==> src/rtl/wb_select_unit_pkg.sv <==
// Shared encodings for the write-back selector: load-size modes, FSM states and
// the default value of the constant source channel.
package wb_select_unit_pkg;

  localparam logic [1:0] SZ_WORD = 2'b00;
  localparam logic [1:0] SZ_HALF = 2'b01;
  localparam logic [1:0] SZ_BYTE = 2'b10;

  localparam int unsigned WbConstValDefault = 227;

  typedef enum logic [1:0] {
    StIdle = 2'b00,
    StWait = 2'b01,
    StDone = 2'b10
  } wb_state_e;

endpackage

==> src/rtl/wb_size_extract.sv <==
// Load-size extraction: picks a half or byte lane out of a 32-bit word and
// sign- or zero-extends it. Word mode passes the value through untouched.
module wb_size_extract
  import wb_select_unit_pkg::*;
(
  input  logic [31:0] data_i,
  input  logic [1:0]  size_i,
  input  logic        sext_i,
  input  logic [1:0]  off_i,
  output logic [31:0] data_o
);

  logic [15:0] half_val;
  logic [7:0]  byte_val;

  assign half_val = off_i[1] ? data_i[31:16] : data_i[15:0];
  assign byte_val = data_i[{off_i, 3'b000} +: 8];

  always_comb begin
    data_o = data_i;
    case (size_i)
      SZ_HALF: data_o = {{16{sext_i & half_val[15]}}, half_val};
      SZ_BYTE: data_o = {{24{sext_i & byte_val[7]}}, byte_val};
      SZ_WORD: data_o = data_i;
      default: data_o = data_i;
    endcase
  end

endmodule

==> src/rtl/wb_select_unit.sv <==
// Registered write-back source selector: picks one of NUM_SRC channels, waits out
// the memory latency when needed, applies load-size extraction and strobes wb_valid.
module wb_select_unit
  import wb_select_unit_pkg::*;
#(
  parameter int unsigned DATA_W    = 32,
  parameter int unsigned NUM_SRC   = 9,
  parameter int unsigned SEL_W     = 4,
  parameter int unsigned MEM_SRC   = 1,
  parameter int unsigned MEM_LAT   = 1,
  parameter int unsigned CONST_SRC = 2,
  parameter int unsigned CONST_VAL = WbConstValDefault
) (
  input  logic                      clk,
  input  logic                      reset,
  input  logic                      start,
  input  logic [SEL_W-1:0]          sel,
  input  logic [1:0]                size_mode,
  input  logic                      sign_ext,
  input  logic [1:0]                byte_off,
  input  logic [NUM_SRC*DATA_W-1:0] src_bus,
  input  logic                      stall,
  output logic                      busy,
  output logic                      wb_valid,
  output logic [DATA_W-1:0]         wb_data,
  output logic                      sel_err
);

  localparam int unsigned CntW = (MEM_LAT > 1) ? $clog2(MEM_LAT) : 1;

  wb_state_e         state_q, state_d;
  logic [CntW-1:0]   cnt_q, cnt_d;
  logic [SEL_W-1:0]  sel_q, sel_d;
  logic [1:0]        size_q, size_d;
  logic              sext_q, sext_d;
  logic [1:0]        off_q, off_d;
  logic              valid_q, valid_d;
  logic              err_q, err_d;
  logic [DATA_W-1:0] data_q, data_d;

  logic              in_wait, accept, sel_is_mem, sel_bad;
  logic [SEL_W-1:0]  sel_eff;
  logic [1:0]        size_eff, off_eff;
  logic              sext_eff;
  logic [DATA_W-1:0] src_val, ext_val;

  assign in_wait    = (state_q == StWait);
  assign busy       = in_wait || ((state_q == StDone) && stall);
  assign accept     = start && !busy;
  assign sel_is_mem = (sel == SEL_W'(MEM_SRC));
  assign sel_bad    = (32'(sel) >= NUM_SRC);

  // A finishing memory wait uses the latched request; otherwise the live one.
  assign sel_eff  = in_wait ? sel_q  : sel;
  assign size_eff = in_wait ? size_q : size_mode;
  assign sext_eff = in_wait ? sext_q : sign_ext;
  assign off_eff  = in_wait ? off_q  : byte_off;

  always_comb begin
    src_val = '0;
    for (int unsigned k = 0; k < NUM_SRC; k++) begin
      if (32'(sel_eff) == k) begin
        src_val = (k == CONST_SRC) ? DATA_W'(CONST_VAL) : src_bus[k*DATA_W +: DATA_W];
      end
    end
  end

  wb_size_extract u_extract (
    .data_i (src_val),
    .size_i (size_eff),
    .sext_i (sext_eff),
    .off_i  (off_eff),
    .data_o (ext_val)
  );

  always_comb begin
    state_d = state_q;
    cnt_d   = cnt_q;
    sel_d   = sel_q;
    size_d  = size_q;
    sext_d  = sext_q;
    off_d   = off_q;
    valid_d = valid_q;
    err_d   = err_q;
    data_d  = data_q;
    case (state_q)
      StWait: begin
        if (cnt_q == '0) begin
          state_d = StDone;
          valid_d = 1'b1;
          data_d  = ext_val;
          err_d   = 1'b0;
        end else begin
          cnt_d = cnt_q - CntW'(1);
        end
      end
      default: begin
        if (accept) begin
          sel_d  = sel;
          size_d = size_mode;
          sext_d = sign_ext;
          off_d  = byte_off;
          if (sel_is_mem && (MEM_LAT > 0)) begin
            state_d = StWait;
            cnt_d   = CntW'(MEM_LAT - 1);
            valid_d = 1'b0;
          end else begin
            state_d = StDone;
            valid_d = 1'b1;
            data_d  = ext_val;
            err_d   = sel_bad;
          end
        end else if (!busy) begin
          state_d = StIdle;
          valid_d = 1'b0;
        end
      end
    endcase
  end

  always_ff @(posedge clk or posedge reset) begin
    if (reset) begin
      state_q <= StIdle;
      cnt_q   <= '0;
      sel_q   <= '0;
      size_q  <= '0;
      sext_q  <= 1'b0;
      off_q   <= '0;
      valid_q <= 1'b0;
      err_q   <= 1'b0;
      data_q  <= '0;
    end else begin
      state_q <= state_d;
      cnt_q   <= cnt_d;
      sel_q   <= sel_d;
      size_q  <= size_d;
      sext_q  <= sext_d;
      off_q   <= off_d;
      valid_q <= valid_d;
      err_q   <= err_d;
      data_q  <= data_d;
    end
  end

  assign wb_valid = valid_q;
  assign wb_data  = data_q;
  assign sel_err  = err_q;

endmodule
==> config.mk <==
export PLATFORM = sky130hd
export DESIGN_NAME = wb_select_unit
export DESIGN_NICKNAME = d
export VERILOG_FILES = /design/src/rtl/wb_select_unit_pkg.sv /design/src/rtl/wb_size_extract.sv /design/src/rtl/wb_select_unit.sv
export SDC_FILE = /design/constraint.sdc
export NUM_CORES = 1
export LEC_CHECK = 0
export CAP_MARGIN = 20
export CORE_MARGIN = 5
export CORE_UTILIZATION = 34
export CTS_BUF_LIST = sky130_fd_sc_hd__clkbuf_4 sky130_fd_sc_hd__clkbuf_8
export CTS_CLUSTER_DIAMETER = 80
export DETAILED_ROUTE_END_ITERATION = 6
export PLACE_DENSITY_LB_ADDON = 0.2
export SLEW_MARGIN = 20
export SYNTH_ARGS = -nofsm -noshare
export SYNTH_HDL_FRONTEND = slang
export SYNTH_SLANG_ARGS = --single-unit
==> constraint.sdc <==
create_clock -name clk -period 2.8 [get_ports clk]
set_input_delay 0.56 -clock clk [delete_from_list [all_inputs] [get_ports clk]]
set_output_delay 0.56 -clock clk [all_outputs]
set_load 0.05 [all_outputs]
==> results of run 1 <==
-- cell type report --
type / count / share of cell area (%)
multi-input cells: 583 / 39.1
clock inverters: 2 / 0.560
clock buffers: 5 / 0.641
well taps: 188 / 2.19
flip-flops and latches: 44 / 10.3
repair buffers: 526 / 46.9
diodes: 1 / 0.0233
inverters: 9 / 0.315
-- power by group through the flow --
stage,logic [mW],registers (mW),clock network (mW)
floorplan,0.595,1.16,0
global placement,1.98,0.845,0
detailed placement,1.99,0.845,0
CTS,2.06,0.836,0.604
global route,2.27,0.852,0.626
finish,2.17,0.842,0.605
-- stage by stage --
| stage | setup slack [ps] | hold slack (ps) |
|---|---|---|
| 2_1_floorplan | 29.1 | 479 |
| 3_3_place_gp | -526 | 485 |
| 3_5_place_dp | -580 | 496 |
| 4_1_cts | -79.9 | 519 |
| 5_1_grt | -240 | 542 |
| 6_report | -118 | 516 |
-- worst paths after layout --
check                                     endpoint  slack, ps
setup / recovery           wb_data[13]$_DFFE_PP0P_       -120
setup reg to reg           wb_data[13]$_DFFE_PP0P_       -120
max in group asynchronous   state_q[1]$_DFFE_PP0P_       1680
hold reg to reg              size_q[0]$_DFFE_PP0P_        520
hold / removal               size_q[0]$_DFFE_PP0P_        520
min in group asynchronous       sext_q$_DFFE_PP0P_        690
-- kinds of logic (layout without fill, tap and decap cells) --
logic type               Yosys count  count (layout)  share of synthesized area, %
AO/OA/AOI/OAI                    289             289                          38.3
adder cells (fa/ha/maj)            2               2                         0.480
buffers and inverters             67             542                          6.60
flip-flops                        44              44                          21.1
multiplexers                      43              43                          10.0
other                              0               1                             0
AND/OR/NAND/NOR                  249             249                          23.5
-- synthesized netlist by cell type (6+ instances only) --
cell / count / area (um2)
a211oi_1: 6 / 45.0
a21oi_1: 60 / 300
a221o_1: 9 / 90.1
a221oi_1: 8 / 70.1
a22oi_1: 20 / 150
a2bb2oi_1: 7 / 61.3
a31oi_1: 15 / 93.8
a32oi_1: 6 / 52.6
buf_2: 25 / 125
clkbuf_1: 21 / 78.8
dfrtp_1: 44 / 1100
inv_1: 9 / 33.8
mux2_2: 14 / 158
mux2i_1: 21 / 210
nand2_1: 106 / 398
nand2b_1: 14 / 87.6
nand3_1: 21 / 105
nand3_2: 10 / 100
nor2_1: 50 / 188
nor3_1: 12 / 60.1
o211ai_1: 12 / 90.1
o21ai_0: 70 / 350
o22ai_1: 12 / 75.1
-- cells in the final DEF (no fill, tap or decap), types with 8 or more instances in the layout --
| cell | count |
|---|---|
| a221oi_2 | 8 |
| o21ai_1 | 10 |
| a221o_1 | 9 |
| o21ai_0 | 61 |
| inv_1 | 9 |
| o22ai_1 | 10 |
| clkdlybuf4s50_1 | 298 |
| a21oi_1 | 57 |
| mux2i_1 | 17 |
| buf_4 | 185 |
| o211ai_1 | 12 |
| nand2_1 | 101 |
| nor2_1 | 47 |
| nor3_1 | 12 |
| nand2b_1 | 13 |
| nand3_2 | 13 |
| buf_6 | 20 |
| buf_12 | 16 |
| a31oi_1 | 14 |
| nand3_1 | 17 |
| dfrtp_1 | 42 |
| mux2_2 | 11 |
| a22oi_1 | 17 |
-- flip-flops by register name, summed over array words and instances, names as in the netlist --
| signal | cells |
|---|---|
| wb_data | 32 |
| sel_q | 4 |
| off_q | 2 |
| size_q | 2 |
| state_q | 2 |
| sel_err | 1 |
| sext_q | 1 |
-- worst max-delay path: stages (launching register included) --
cell	delay [ps]
dfrtp_2	470
nand2b_4	110
buf_12	140
buf_12	120
mux2i_4	290
mux2i_2	320
o22ai_4	120
buf_6	130
a2111oi_4	330
a211oi_4	70
buf_4	160
a311oi_4	290
buf_6	170
a22oi_2	70
-- per-layer routing --
layer	track usage, %	vias up	routed length (um)
li1	-	3606	-
met1	42.1	3718	12600
met2	56.8	511	15400
met3	6.49	108	3230
met4	12.9	0	1560
met5	0	-	0
-- repair_timing --
item,in CTS,in global routing
gates resized for setup,43,76
buffers inserted,13,23
cloned,1,2
pin swaps,9,35
endpoints found under the setup margin,32,30
==> run summary, run 1 <==
- complete, but fails checks — outcome
- setup timing — violated checks
- 5210 um2 — synthesized area
- 100 ps — clock transition time at the flip-flop clock pins of the worst setup and hold paths
- 0 — global route total overflow
- 0 — count of endpoints failing hold in the final timing report
- state_q[0]$_DFFE_PP0P_ — origin of the critical flop-to-flop path
- 4.51 nW — reported leakage power
- 15,100 um2 — CORE AREA
- clkbuf_8 — cell at the root of the clock tree
- 7,943 — vias
- reg2reg — Worst Hold Class
- 0 — total of max-cap violations
- 17,900 um2 — Die Outline Area
- 779 ps — Slew @ Worst Pin
- 134 um — die height
- 0 — number of flops mapped to enable cells by yosys
- 3.62 mW — Total Power Consumption
- 32,800 um — wire length reported by the detailed router
- 2 — H-tree depth
- 1,211 — filler instances
- 3000 ps — Req. time, crit path
- 1100 um2 — area occupied by registers
- 7.51 um2 — mean post-synth cell area
- 0 — count of unresolved DRC violations after routing
- 1,314 — cell count after placement
- 9 — Setup Viol. Count Final
- 0 — Yosys warning count
- dfrtp_1 — most instantiated flip-flop cell in the synthesis netlist
- flip-flop — Worst Setup Start Kind
- reg2reg — worst setup path category
- 303 — count of buffers from port buffering
- 60.0% — relative contribution of combinational cells to total power
- 40.1% — Sw Share
- 4200 um2 — area of the multi-input gates
- 2 — CTS max path bufs
- 7,821 — number of global-route vias before repair
- 9740 um2 — Post-Place Cell Area
- 100% — Synth async-reset ratio
- 1 — number of antenna violations at the first check in global routing
- 1 — worst hold stages
- 3120 ps — critical path data arrival time
- size_q[0]$_DFFE_PP0P_ — origin of the worst min-delay path
- 33.5% — overall fraction of global-route tracks in use
- state_q[0]$_DFFE_PP0P_ — CP Launch Point
- 5 — number of iterations in the first detailed-routing pass
- 48.0% — Slew Limit Headroom
- yes — CTS tree
- 21.1% — sequential share of the synthesized area
- 70.8% — Finished Core Util
- 46,300 um — first-pass GRT wire length
- 2.17 mW — Cell Int Power
- 84 — count of different cell masters after synthesis
- 45 — floorplan row count
- 0 — number of max-slew violations in the final report
- true — setup repair after global routing missed its margin
- 134 um — horizontal die dimension
- 34.4% — effective utilization at floorplan
- 694 — instance count of the mapped netlist
- 5.85 — average vias per placed instance
- 44 — number of synthesized register bits
- 1,472 — layout net count
- 0 — antenna viol nets, final
- 336 — I/O pins
- 337 nW/um2 — areal power density over the cells
- 24.1 um — mean routed wirelength per cell
- 44 — number of clock sinks seen by CTS
- 25,800 um — HPWL after detailed placement
- 343 MHz — Achievable Freq
- flip-flop — kind of end point of the critical path
- 8 — Max FO, Critical Path
- -762 ps — final setup TNS
- 0.402 mV — worst vdd ir
- 0.965 — RePlAce Congestion
- 10,700 um2 — final standard cell area without fillers
- 1.45 mW — net switching power figure
- 1,358 — post-layout instance count excluding filler cells
- 2920 ps — Final min period
- 320 ps — clock latency reported for the late side of the worst-skew pair
- 29.9% — share of final-layout standard cells stronger than drive strength 1
- 566 — 1st-iter DRT viols
- 23.3% — part of the power in registers
- 7.79 ps — Fin Clk Skew
- -118 ps — PnR worst setup slack
- 5 — number of buffers created by CTS
- 45 — pin count of the biggest net entering global routing
- 104% — crit share post-route
- 106% — synthesis-to-layout area growth
- 997 — Mapped Nets
- 13 — Worst Reg2Reg Path Length in Cells
- 0 — number of buffers inserted by hold repair at cts
- 16.7% — Clock power frac
Power figures use the tool's default switching activity.
==> run 2: changes to the inputs <==
- ABC_AREA: unset -> 1
- CORE_UTILIZATION: 34 -> 33
- SETUP_SLACK_MARGIN: unset -> 0.15
==> run summary, run 2 <==
- 0 — Yosys warning count, unchanged
- 5.72 ps — Fin Clk Skew, -2.07 ps
- 130 um — horizontal die dimension, -3.2%
- 26.6% — part of the power in registers, +3.3 points
- 29.2% — fraction of synthesized cell area taken by the top area cell type, +8.1 points
- 0.717% — multiplexer share of the synthesized area, -9.3 points
- 360 nW/um2 — areal power density over the cells, +6.6%
- 0 — number of max-slew violations in the final report, unchanged
- 16.2% — Clock power frac, -0.5 points
- 336 — I/O pins, unchanged
- 24,200 um — wire length reported by the detailed router, -26%
- reg2reg — worst setup path category
- 846 — instance count of the mapped netlist, +22%
- 57.1% — relative contribution of combinational cells to total power, -2.9 points
- 0 — number of flops mapped to enable cells by yosys, unchanged
- nand2_1 — most common cell after layout, fill and taps aside
- 2 — H-tree depth, unchanged
- 245 ps — PnR worst setup slack, +363 ps
- 30 — count of different cell masters after synthesis, -64%
- 310 ps — clock latency reported for the late side of the worst-skew pair, about the same
- 44 — number of clock sinks seen by CTS, unchanged
- 0 — count of unresolved DRC violations after routing, unchanged
- 2 — CTS max path bufs, unchanged
- false — setup repair after global routing missed its margin
- nand2_1 (29%), dfrtp_1 (23%), nand3_1 (9.0%) — top cells by area in the synthesized netlist
- flip-flop — Worst Setup Start Kind
- 1.84 mW — Cell Int Power, -15%
- 27.1% — overall fraction of global-route tracks in use, -6.4 points
- 90 ps — clock transition time at the flip-flop clock pins of the worst setup and hold paths, about the same
- flip-flop — kind of end point of the critical path
- 43 — floorplan row count, -4.4%
- nand2_1 (367), nand3_1 (85), inv_1 (73) — ranking of synthesized cells by instance count
- 4.99 — average vias per placed instance, -15%
- 0 — global route total overflow, unchanged
- 32 — flip-flop count of the largest register after layout, unchanged
- 2 — worst hold stages, +1
- 6,577 — number of global-route vias before repair, -16%
- 0 — number of buffers inserted by hold repair at cts, unchanged
- reg2reg — Worst Hold Class
- 0 — total of max-cap violations, unchanged
- 494 ps — worst hold slack, -22.8 ps
- nand2_1 (357), clkdlybuf4s50_1 (298), nand3_1 (78) — most used cells in the layout excluding fill and tap cells
- yes — CTS tree
- 41.7% — Sw Share, +1.6 points
- 35,200 um — first-pass GRT wire length, -24%
- 39.8% — Slew Limit Headroom, -8.2 points
- nand2_1 — cell accounting for the most synthesized area
- 6,856 — vias, -14%
- nand2_1 — most common cell in the synthesized netlist
- 5.57 um2 — mean post-synth cell area, -26%
- 33.8% — effective utilization at floorplan, -0.59 points
- 3040 ps — Req. time, crit path, +40 ps
- 5 — number of buffers created by CTS, unchanged
- 91.2% — crit share post-route, -13 points
- 7 — number of iterations in the first detailed-routing pass, +2
- 4710 um2 — synthesized area, -9.6%
- 44 — number of synthesized register bits, unchanged
- 130 um — die height, -3.2%
- 17 — Worst Reg2Reg Path Length in Cells, +4
- 15.8% — share of final-layout standard cells stronger than drive strength 1, -14 points
- 0 — antenna viol nets, final, unchanged
- 100% — Synth async-reset ratio, unchanged
- 0% — XOR/XNOR Fraction of Synth Area, unchanged
- 4 — number of antenna violations at the first check in global routing, +3
- 2550 ps — Final min period, -363 ps
- clkbuf_8 — cell at the root of the clock tree
- 86.6% — synthesis-to-layout area growth
- 20,000 um — HPWL after detailed placement, -23%
- dfrtp_1 — most instantiated flip-flop cell in the synthesis netlist
- 898 ps — Slew @ Worst Pin, +118 ps
- 4.17 nW — reported leakage power, -7.5%
- 0.531% — Post-Synth Adder-Cell Area, +0.051 points
- 0 — Setup Viol. Count Final, -9
- 303 — count of buffers from port buffering, unchanged
- 13,900 um2 — CORE AREA, -8.0%
- 16,800 um2 — Die Outline Area, -6.3%
- 0 — count of endpoints failing hold in the final timing report, unchanged
- simple AND/OR/NAND/NOR gates — main combinational cell family by area after synthesis
- 8 — Max FO, Critical Path, unchanged
- 1,149 — Mapped Nets, +15%
- 0.247 mV — worst vdd ir, -39%
- 1.32 mW — net switching power figure, -9.0%
- 11.2% — post-synthesis compound-gate area fraction, -27 points
- 36 — pin count of the biggest net entering global routing, -20%
- finished clean — outcome
- 2790 ps — critical path data arrival time, -330 ps
- 17.6 um — mean routed wirelength per cell, -27%
- 1,492 — layout net count, +1.4%
- 0 ps — final setup TNS, +762 ps
- 0.996 — RePlAce Congestion, +3.2%
- 23.4% — sequential share of the synthesized area, +2.2 points
- 53.6% — Simple-Gate Fraction of Synth Area, +30 points
- -283 ps — Post-Place Setup Slack, +297 ps
- 391 MHz — Achievable Freq, +14%
- 430 — 1st-iter DRT viols, -24%
-- run 2: cell types whose count changed after synthesis, moves of 11 or more --
cell / before / now
nand2_1: 106 / 367
inv_1: 9 / 73
nand3_1: 21 / 85
o21ai_0: 70 / 34
or2_2: 2 / 31
nand4_1: 5 / 30
a21oi_1: 60 / 39
mux2i_1: 21 / 0
a22oi_1: 20 / 0
a31oi_1: 15 / 0
nand2b_1: 14 / 0
o211ai_1: 12 / 0
mux2_2: 14 / 3
nor3_1: 12 / 1
-- run 2: power by group through the flow --
stage	Sequential (mW)	Combinational, mW	Clock [mW]
floorplan	1.22	0.503	0
global placement	0.854	1.72	0
detailed placement	0.857	1.74	0
CTS	0.844	1.75	0.515
global route	0.857	1.93	0.535
finish	0.843	1.81	0.513
-- run 2: kinds of logic after synthesis --
family,Yosys count
simple gates,581
buf+inv,121
compound gates,95
flops,44
mux,3
fa+ha+maj,2
-- run 2: critical path, cell delays in order (launching register included) --
cell,delay (ps)
dfrtp_1,430
inv_2,120
nand2_4,80
nand2_1,80
nand2_2,90
inv_2,110
nand2_2,80
buf_4,140
nor2_4,150
buf_4,180
nand2_1,50
nand4_1,160
nand3_1,150
nand3_2,130
nand2_2,100
nand2_4,150
nand2_8,110
a21oi_2,160
-- run 2: metrics by stage --
stage	utilization (%)	instances	total power, mW	cell area (um2)
after floorplan	-	846	1.73	4710
after global placement	60.1	1353	2.58	8370
after detailed placement	60.1	1353	2.60	8370
after CTS	61.0	1361	3.11	8500
after global routing	63.1	1371	3.32	8790
final	63.1	1373	3.16	8800
-- run 2: layout make-up --
class,instances,area (um2)
Multi-Input combinational cell,682,3320
Sequential cell,44,1100
Clock buffer,6,76.3
Clock inverter,2,35.0
Antenna cell,3,7.51
Timing Repair Buffer,378,3720
Fill cell,1325,5140
Tap cell,180,225
Inverter,78,308
-- run 2: final timing paths --
path	from	to	slack, ps
worst max-delay path	state_q[1]$_DFFE_PP0P_	wb_data[28]$_DFFE_PP0P_	250
worst min-delay path	wb_data[7]$_DFFE_PP0P_	wb_data[7]$_DFFE_PP0P_	490
worst max register to register	state_q[1]$_DFFE_PP0P_	wb_data[28]$_DFFE_PP0P_	250
worst min register to register	wb_data[7]$_DFFE_PP0P_	wb_data[7]$_DFFE_PP0P_	490
max in group asynchronous	reset	wb_data[19]$_DFFE_PP0P_	1550
min in group asynchronous	reset	size_q[0]$_DFFE_PP0P_	630
-- run 2: routing by layer --
layer / global-route usage, % / vias to the layer above / part of all wire [%]
li1: - / 3387 / -
met1: 32.4 / 3119 / 39
met2: 48.1 / 302 / 49
met3: 7.30 / 46 / 10
met4: 7.03 / 2 / 2.7
met5: 0 / - / 0.029
-- run 2: timing repair --
action,CTS,global route
setup buffers,0,8
setup endpoints to repair,5,32
hold endpoints to repair,0,0
cloned,0,1
resized for setup,3,60
pin swaps,0,20
==> run 3: changes to the inputs <==
- CTS_CLUSTER_DIAMETER: 80 -> 120
- GPL_ROUTABILITY_DRIVEN: unset -> 0
==> run summary, run 3 (same netlist as run 2, synthesis figures left out) <==
- finished clean — outcome
- 27.3% — overall fraction of global-route tracks in use, +0.19 points
- 16.3% — Clock power frac, about the same
- reg2reg — Worst Hold Class
- 44 — number of clock sinks seen by CTS, unchanged
- 13,900 um2 — CORE AREA, unchanged
- yes — CTS tree
- 358 nW/um2 — areal power density over the cells, -0.40%
- 5 — number of antenna violations at the first check in global routing, +1
- 303 — count of buffers from port buffering, unchanged
- 90 ps — clock transition time at the flip-flop clock pins of the worst setup and hold paths, about the same
- 56.9% — relative contribution of combinational cells to total power, -0.2 points
- 130 um — die height, unchanged
- 2470 ps — Final min period, -82.0 ps
- nand2_1 — Top cell by count, worst path
- 0 — antenna viol nets, final, unchanged
- 88.3% — crit share post-route, -2.9 points
- 0 — total of max-cap violations, unchanged
- 86.0% — synthesis-to-layout area growth
- 6,807 — vias, -0.71%
- 0.314 mV — worst vdd ir, +27%
- flip-flop — Worst Setup Start Kind
- 32 — flip-flop count of the largest register after layout, unchanged
- 4.16 nW — reported leakage power, -0.30%
- buf_4 -> nand3_1 -> nand2_2 -> inv_2 -> nor2_4 -> nand2_4 -> clkinvlp_4 -> buf_4 -> a21oi_2 -> nand4_1 -> nand3_1 -> nand2_1 -> nand2_1 -> nand3_1 -> nand2_1 -> nand2_1 — CP Cell Sequence
- 0 — number of buffers inserted by hold repair at cts, unchanged
- false — setup repair after global routing missed its margin
- 336 — I/O pins, unchanged
- 0 ps — final setup TNS, unchanged
- 0 — Setup Viol. Count Final, unchanged
- 5 — number of iterations in the first detailed-routing pass, -2
- 3010 ps — Req. time, crit path, -30 ps
- 33.8% — effective utilization at floorplan, unchanged
- 440 ps — Crit path largest cell delay, about the same
- 16,800 um2 — Die Outline Area, unchanged
- 35,500 um — first-pass GRT wire length, +0.98%
- 130 um — horizontal die dimension, unchanged
- 20,100 um — HPWL after detailed placement, +0.45%
- 1.31 mW — net switching power figure, -0.70%
- 1.83 mW — Cell Int Power, -0.75%
- 17.4 um — mean routed wirelength per cell, -1.5%
- 43 — floorplan row count, unchanged
- 4.96 — average vias per placed instance, -0.71%
- 6,626 — number of global-route vias before repair, +0.75%
- simple AND/OR/NAND/NOR gates — kind of cell with the highest combined delay on the critical path
- reg2reg — worst setup path category
- 5 — number of buffers created by CTS, unchanged
- 327 ps — PnR worst setup slack, +82.0 ps
- 36 — pin count of the biggest net entering global routing, unchanged
- 0 — number of max-slew violations in the final report, unchanged
- dfrtp_2 — slowest stage cell, crit path
- -205 ps — Post-Place Setup Slack, +77.6 ps
- 45.4% — Slew Limit Headroom, +5.6 points
- nand2_1 (357), clkdlybuf4s50_1 (298), nand3_1 (77) — most used cells in the layout excluding fill and tap cells
- 15.7% — share of final-layout standard cells stronger than drive strength 1, -0.097 points
- 23,800 um — wire length reported by the detailed router, -1.5%
- nand2_1 — most common cell after layout, fill and taps aside
- 0 — count of unresolved DRC violations after routing, unchanged
- 0 — count of endpoints failing hold in the final timing report, unchanged
- 2 — CTS max path bufs, unchanged
- 26.8% — part of the power in registers, +0.2 points
- 1,493 — layout net count, +0.067%
- 337 — 1st-iter DRT viols, -22%
- 41.7% — Sw Share, about the same
- 1,331 — filler instances, +0.45%
- 2 — H-tree depth, unchanged
- 310 ps — clock latency reported for the late side of the worst-skew pair, about the same
- 404 MHz — Achievable Freq, +3.3%
- 8 — Max FO, Critical Path, unchanged
- 2680 ps — critical path data arrival time, -110 ps
- 15.8 ps — Fin Clk Skew, +10.1 ps
- 0 — global route total overflow, unchanged
- clkbuf_8 — cell at the root of the clock tree
- 814 ps — Slew @ Worst Pin, -83.2 ps
- flip-flop — kind of end point of the critical path
- 4 — number of buffers and inverters on the critical path, unchanged
==> run 3: changes by cell type in the layout (fill, tap and decap cells not counted), moves of 2 or more <==
| cell | change |
|---|---|
| buf_4 | +4 |
| buf_6 | -2 |
| inv_2 | +3 |
| inv_6 | +2 |
| o22ai_1 | +2 |
| o22ai_2 | -2 |
==> run 3: worst reg2reg max path, stage by stage (launching register included) <==
cell and delay (ps):
dfrtp_2 440, buf_4 150, nand3_1 90, nand2_2 70, inv_2 130, nor2_4 80, nand2_4 100, clkinvlp_4 210
buf_4 210, a21oi_2 130, nand4_1 250, nand3_1 170, nand2_1 80, nand2_1 60, nand3_1 70, nand2_1 90
nand2_1 50
==> run 3: what timing repair did <==
action,CTS,global route
gates resized for setup,2,53
cloned,0,1
setup buffers,0,6
pin swaps,0,16
endpoints found under the setup margin,8,32
==> run 3: final cells by class <==
type | count | area, um2 | share of cell area [%]
multi-input combinational | 682 | 3310 | 37.7
clock inverter | 3 | 46.3 | 0.528
inverter | 78 | 302 | 3.44
tap | 180 | 225 | 2.57
antenna | 2 | 5.00 | 0.0571
timing repair buffer | 379 | 3710 | 42.3
clock buffer | 5 | 68.8 | 0.785
sequential | 44 | 1100 | 12.6
==> run 3: per-stage QoR <==
| step | power [mW] | utilization (%) | cell area, um2 | hold slack (ps) | instances |
|---|---|---|---|---|---|
| finish | 3.14 | 62.9 | 8770 | 488 | 1373 |
| floorplan | 1.73 | - | 4710 | 448 | 846 |
| CTS | 3.11 | 61.1 | 8520 | 490 | 1364 |
| global route | 3.32 | 62.9 | 8770 | 513 | 1373 |
| global placement | 2.58 | 60.2 | 8390 | 466 | 1356 |
| detailed placement | 2.59 | 60.2 | 8390 | 468 | 1356 |
==> run 3: power by group through the flow <==
| stage | Clock (mW) | Combinational [mW] | Sequential [mW] |
|---|---|---|---|
| after global routing | 0.547 | 1.92 | 0.854 |
| after floorplan | 0 | 0.503 | 1.22 |
| after global placement | 0 | 1.72 | 0.854 |
| after CTS | 0.517 | 1.75 | 0.843 |
| final | 0.512 | 1.79 | 0.841 |
| after detailed placement | 0 | 1.74 | 0.857 |
==> run 3: final timing paths <==
kind                            slack, ps                   start                endpoint  cells past startpoint
worst max-delay path                  330  state_q[0]$_DFFE_PP0P_  wb_data[1]$_DFFE_PP0P_                     16
worst min-delay path                  490    off_q[0]$_DFFE_PP0P_    off_q[0]$_DFFE_PP0P_                      2
max in group asynchronous            1590                   reset  state_q[0]$_DFFE_PP0P_                      3
worst min register to register        490    off_q[0]$_DFFE_PP0P_    off_q[0]$_DFFE_PP0P_                      2
worst max register to register        330  state_q[0]$_DFFE_PP0P_  wb_data[1]$_DFFE_PP0P_                     16
min in group asynchronous             610                   reset  wb_data[8]$_DFFE_PP0P_                      2
==> run 3: routing by layer <==
metal / track usage [%] / routed length (um) / up-vias
li1: - / - / 3392
met1: 32.7 / 9320 / 3066
met2: 49.0 / 11600 / 300
met3: 7.58 / 2390 / 43
met4: 5.75 / 518 / 6
met5: 0 / 40 / -
